$ cat src/rtl/cgol_engine.sv
// Game-of-Life generation engine: ping-pong grid banks, one row per clock,
// optional toroidal edges, run/step control and a row-scan display driver.
module cgol_engine #(
   parameter int ROWS  = 8,
   parameter int COLS  = 8,
   parameter int RBITS = 3,
   parameter int GBITS = 16
) (
   input  logic             ph1,
   input  logic             reset_n,
   input  logic             load_en,
   input  logic [RBITS-1:0] load_addr,
   input  logic [COLS-1:0]  load_data,
   input  logic             wrap,
   input  logic             step,
   input  logic             run,
   input  logic [RBITS-1:0] rd_addr,
   output logic [COLS-1:0]  rd_data,
   output logic             busy,
   output logic             done,
   output logic [GBITS-1:0] gen_count,
   output logic             stable,
   output logic             extinct,
   output logic [ROWS-1:0]  disp_row,
   output logic [COLS-1:0]  disp_col
);

   typedef enum logic [1:0] {S_IDLE, S_COMPUTE, S_SWAP} state_t;

   localparam logic [RBITS-1:0] LAST_ROW = RBITS'(ROWS - 1);
   localparam logic [RBITS:0]   ROWS_EXT = (RBITS + 1)'(ROWS);

   state_t           state_q;
   logic [RBITS-1:0] r_q;
   logic [RBITS-1:0] scan_q;
   logic             wrap_q;
   logic             diff_q;
   logic             cur_sel_q;
   logic [GBITS-1:0] gen_q;
   logic             stable_q;
   logic             done_q;
   logic             busy_q;
   logic [COLS-1:0]  bank_q [2][ROWS];

   logic [COLS-1:0]  cur_rows [ROWS];
   logic [COLS-1:0]  up_row, mid_row, dn_row, next_row_d, any_alive;
   logic [COLS+1:0]  up_ext, mid_ext, dn_ext;
   logic [RBITS-1:0] prev_idx, succ_idx;

   genvar gi;
   generate
      for (gi = 0; gi < ROWS; gi++) begin : g_row
         assign cur_rows[gi] = cur_sel_q ? bank_q[1][gi] : bank_q[0][gi];
         assign disp_row[gi] = (scan_q == RBITS'(gi));
      end
   endgenerate

   // Neighbour rows; with wrap off the rows beyond the grid read as dead.
   always_comb begin
      prev_idx = (r_q == '0) ? LAST_ROW : r_q - 1'b1;
      succ_idx = (r_q == LAST_ROW) ? '0 : r_q + 1'b1;
      mid_row  = cur_rows[r_q];
      up_row   = (r_q == '0 && !wrap_q) ? '0 : cur_rows[prev_idx];
      dn_row   = (r_q == LAST_ROW && !wrap_q) ? '0 : cur_rows[succ_idx];
      // Bit 0 is column -1 and bit COLS+1 is column COLS.
      up_ext   = {wrap_q & up_row[0],  up_row,  wrap_q & up_row[COLS-1]};
      mid_ext  = {wrap_q & mid_row[0], mid_row, wrap_q & mid_row[COLS-1]};
      dn_ext   = {wrap_q & dn_row[0],  dn_row,  wrap_q & dn_row[COLS-1]};
   end

   generate
      for (gi = 0; gi < COLS; gi++) begin : g_cell
         logic [3:0] n;
         assign n = 4'(up_ext[gi]) + 4'(up_ext[gi+1]) + 4'(up_ext[gi+2])
                  + 4'(mid_ext[gi])                   + 4'(mid_ext[gi+2])
                  + 4'(dn_ext[gi]) + 4'(dn_ext[gi+1]) + 4'(dn_ext[gi+2]);
         assign next_row_d[gi] = (n == 4'd3) | (mid_row[gi] & (n == 4'd2));
      end
   endgenerate

   always_comb begin
      any_alive = '0;
      for (int i = 0; i < ROWS; i++) begin
         any_alive = any_alive | cur_rows[i];
      end
   end

   assign extinct   = ~|any_alive;
   assign rd_data   = ({1'b0, rd_addr} < ROWS_EXT) ? cur_rows[rd_addr] : '0;
   assign disp_col  = cur_rows[scan_q];
   assign busy      = busy_q;
   assign done      = done_q;
   assign gen_count = gen_q;
   assign stable    = stable_q;

   always_ff @(posedge ph1 or negedge reset_n) begin
      if (!reset_n) begin
         state_q   <= S_IDLE;
         r_q       <= '0;
         scan_q    <= '0;
         wrap_q    <= 1'b0;
         diff_q    <= 1'b0;
         cur_sel_q <= 1'b0;
         gen_q     <= '0;
         stable_q  <= 1'b0;
         done_q    <= 1'b0;
         busy_q    <= 1'b0;
         for (int i = 0; i < ROWS; i++) begin
            bank_q[0][i] <= '0;
            bank_q[1][i] <= '0;
         end
      end else begin
         done_q <= 1'b0;
         scan_q <= (scan_q == LAST_ROW) ? '0 : scan_q + 1'b1;
         case (state_q)
            S_IDLE: begin
               if (load_en) begin
                  if ({1'b0, load_addr} < ROWS_EXT) begin
                     bank_q[cur_sel_q][load_addr] <= load_data;
                  end
               end else if (step || run) begin
                  state_q <= S_COMPUTE;
                  busy_q  <= 1'b1;
                  r_q     <= '0;
                  wrap_q  <= wrap;
                  diff_q  <= 1'b0;
               end
            end
            S_COMPUTE: begin
               bank_q[~cur_sel_q][r_q] <= next_row_d;
               diff_q <= diff_q | (next_row_d != mid_row);
               if (r_q == LAST_ROW) begin
                  state_q <= S_SWAP;
               end else begin
                  r_q <= r_q + 1'b1;
               end
            end
            S_SWAP: begin
               cur_sel_q <= ~cur_sel_q;
               gen_q     <= gen_q + 1'b1;
               stable_q  <= ~diff_q;
               done_q    <= 1'b1;
               if (run) begin
                  state_q <= S_COMPUTE;
                  r_q     <= '0;
                  wrap_q  <= wrap;
                  diff_q  <= 1'b0;
               end else begin
                  state_q <= S_IDLE;
                  busy_q  <= 1'b0;
               end
            end
            default: begin
               state_q <= S_IDLE;
               busy_q  <= 1'b0;
            end
         endcase
      end
   end

endmodule

$ cat config.mk
export PLATFORM = sky130hd
export DESIGN_NAME = cgol_engine
export DESIGN_NICKNAME = d
export VERILOG_FILES = /design/src/rtl/cgol_engine.sv
export SDC_FILE = /design/constraint.sdc
export NUM_CORES = 1
export LEC_CHECK = 0
export BUFFER_PORTS_ARGS = -buffer_cell sky130_fd_sc_hd__buf_2
export CAP_MARGIN = 20
export CORE_MARGIN = 2
export CORE_UTILIZATION = 45
export DETAILED_ROUTE_END_ITERATION = 8
export PLACE_DENSITY = 0.74
export SYNTH_ARGS = -nofsm -noshare
export SYNTH_HDL_FRONTEND = slang
export SYNTH_SLANG_ARGS = --single-unit
$ cat constraint.sdc
create_clock -name ph1 -period 16.95 [get_ports ph1]
set_clock_uncertainty 0.2 [all_clocks]
set_input_delay 3.39 -clock ph1 [delete_from_list [all_inputs] [get_ports ph1]]
set_output_delay 3.39 -clock ph1 [all_outputs]
set_load 0.1 [all_outputs]
==> run_results.csv <==
group,metric,value,unit
outcome,outcome,"finished, final reports clean",
drt,first_pass_iters,9,
cts,holdBufCountCts,0,
sta,setup_viol,0,
floorplan,num_rows,60,
placed_design,place.gp.congestion,1.03,
setup_path,critPathMostFrequentCell,"buf_2",
cts,cts_setup_buffers,0,
floorplan,dieArea,28500,um^2
synth,synth_edf_count,0,
global_route,grt.overflow.total,0,
global_route,grt_pass1_wl,66.3,mm
global_route,track_usage,30.9,%
synth,yosysWarnings,0,
floorplan,fp.dieH,169,um
cts,numCtsBuffers,17,
cells_and_area,antenna_cells,0,
cts,cts_tree,"yes",
global_route,antenna_found_initial,0,
sta,fin_crit_sh,50.8,%
setup_path,worstPathMaxFanout,19,
worst_hold_path,min_path_type,"reg -> reg",
synth,yosysSeqAreaShare,32.3,%
setup_path,required,13360,ps
sta,period_needed,8600,ps
drt,drt-initial-drc-count,1613,
cts,numClockSinks,158,
synth,synth_compound_area_share,19.7,%
cells_and_area,drive_gt1_share,17.9,%
synth,yosys.area_share.simple,17.0,%
floorplan,start_util,45.6,%
setup_path,cp-end-kind,"output pin",
cts,cts_root_buf,"clkbuf_16",
sta,rsz0062_at_grt,"false",
synth,synthAdderAreaFrac,8.72,%
synth,syn-instance-count,1239,
drt,ant_nets,0,
setup_path,start_kind,"primary input",
setup_path,max_stage_delay,560,ps
setup_path,worst_ep_arrival_time,5010,ps
synth,async_flop_share,100,%
cells_and_area,syn2layout_area_growth,10.3,%
drt,vias_per_cell,6.96,
synth,synth_cell_type_count,74,
flow_run,cap_viol_max_count,0,
floorplan,io_pins,64,
cells_and_area,fin_nets,1368,
drt,vias,11400,
cts,path_clk_slew,70,ps
floorplan,core-area,26800,um^2
cts,htreeDepth,4,
worst_hold_path,hold_depth,1,
drt,routed_wl,44.5,mm
setup_path,path_class,"in -> out",
cts,ctsResizeCount,0,
drt,drc,0,
cts,insertion_delay,430,ps
synth,synthesis.area,12200,um^2
global_route,grt_pass1_vias,10800,
global_route,grt_max_degree,81,
sta,slew_headroom,14.6,%
synth,ys_seq_elements,158,
placed_design,hpwl,31.5,mm
sta,max_freq,0.116,GHz
drt,wl_per_cell,27.2,um
synth,synth_top_family_by_area,"compound AO/OA/AOI/OAI gates",
synth,synthesis.nets,1325,
setup_path,slowest_stage,"mux4_2",
cts,clockBufferDepth,2,
synth,synth_xor_xnor_area_share,1.15,%
synth,synth_mux_area_share,16.4,%
setup_path,cp_cell_sequence,"buf_2 -> mux4_2 -> mux2i_1 -> buf_2",
synth,avgSynthCellArea,9.87,um^2
placed_design,port_buffers,63,
sta,final_max_slew_viol_count,0,
sta,tns,0,ps
floorplan,die_w,169,um
sta,final_hold_viol_count,0,
setup_path,rr_worst_depth,18,
synth,synth_top_flop_cell,"dfrtp_1",
sta,worst_pin_slew,1250,ps
==> registers in the layout, indices dropped and copies added, names as in the netlist <==
signal	cells
bank_q	128
diff_q	1
wrap_q	1
gen_count	16
cur_sel_q	1
stable	1
busy	1
state_q	2
scan_q	3
r_q	3
done	1
==> cell type report <==
| type | count | area (um^2) |
|---|---|---|
| Tap cell | 341 | 427 |
| Inverter | 41 | 154 |
| Multi-Input combinational cell | 962 | 7720 |
| Fill cell | 2382 | 13300 |
| Timing Repair Buffer | 102 | 642 |
| Clock buffer | 18 | 439 |
| Sequential cell | 158 | 3960 |
| Clock inverter | 13 | 154 |
==> cells by family after synthesis <==
group	Yosys count
AO/OA/AOI/OAI	298
XOR/XNOR	16
adder cells (fa/ha/maj)	66
buffers and inverters	119
flip-flops	158
multiplexers	142
AND/OR/NAND/NOR	440
==> critical path, delay by kind of cell <==
family | cells | cell delay [ps]
buf+inv | 2 | 860
mux | 2 | 750
==> stage by stage <==
stage | std cells | setup WS (ps) | hold WS, ps | instance area [um^2] | util (%)
finish | 1635 | 8350 | 272 | 13500 | 50.3
global route | 1635 | 8250 | 309 | 13500 | 50.3
CTS | 1629 | 8360 | 274 | 13400 | 50.1
detailed placement | 1598 | 8360 | 258 | 12800 | 47.8
global placement | 1597 | 8400 | 257 | 12800 | 47.8
floorplan | 1239 | 7040 | 273 | 12200 | -
==> path summary, 6_finish.rpt <==
path / slack (ps) / end / start
min in group asynchronous: 2810 / bank_q[112]$_DFFE_PN0P_ / reset_n
setup / recovery: 8350 / rd_data[6] / rd_addr[1]
setup reg to reg: 9090 / bank_q[58]$_DFFE_PN0P_ / r_q[0]$_DFFE_PN0P_
hold reg to reg: 270 / gen_count[15]$_DFFE_PN0P_ / gen_count[15]$_DFFE_PN0P_
hold / removal: 270 / gen_count[15]$_DFFE_PN0P_ / gen_count[15]$_DFFE_PN0P_
max in group asynchronous: 12660 / bank_q[103]$_DFFE_PN0P_ / reset_n
==> synthesized netlist by cell type, types with 21 or more instances <==
library cell	instances	area (um^2)
a21oi_1	46	230
mux2_2	27	304
o22ai_1	23	144
ha_1	34	425
fa_1	32	641
a211oi_1	24	180
nor2_1	198	743
mux4_2	43	968
nand2_1	93	349
nand4_1	21	131
inv_1	40	150
dfrtp_1	158	3950
mux2i_1	70	701
clkbuf_1	48	180
a221o_1	117	1170
==> layer usage <==
layer / up-vias / GRT usage, % / wire (um)
li1: 4804 / - / -
met1: 5548 / 40.7 / 16800
met2: 809 / 45.6 / 19200
met3: 213 / 10.1 / 5920
met4: 0 / 16.1 / 2580
met5: - / 0 / 0
==> cells in the final DEF (no fill, tap or decap), types with 9 or more instances in the layout <==
cell type  Yosys  layout
and3_1        18      18
dfrtp_1      158     157
buf_4          4      37
o211ai_1      11      11
nand3_1       13      13
buf_2         12      62
mux4_2        43      43
o22ai_1       23      23
nor3_1        13      13
inv_1         40      40
a211oi_1      24      24
fa_1          32      32
mux2i_1       70      70
ha_1          34      34
and2_1        15      15
nor2b_1       18      18
nand4_1       21      21
a221o_1      117     117
xnor2_1        9       9
nand2_1       93      93
clkbuf_16      0      17
a21oi_1       46      46
mux2_2        27      27
o21ai_0       18      18
nor2_1       198     197
nand2b_1      10      10
a22oi_1       12      12
Power is not shown: default switching activity piles up to over one toggle a cycle in this logic, so the estimate is an artifact.
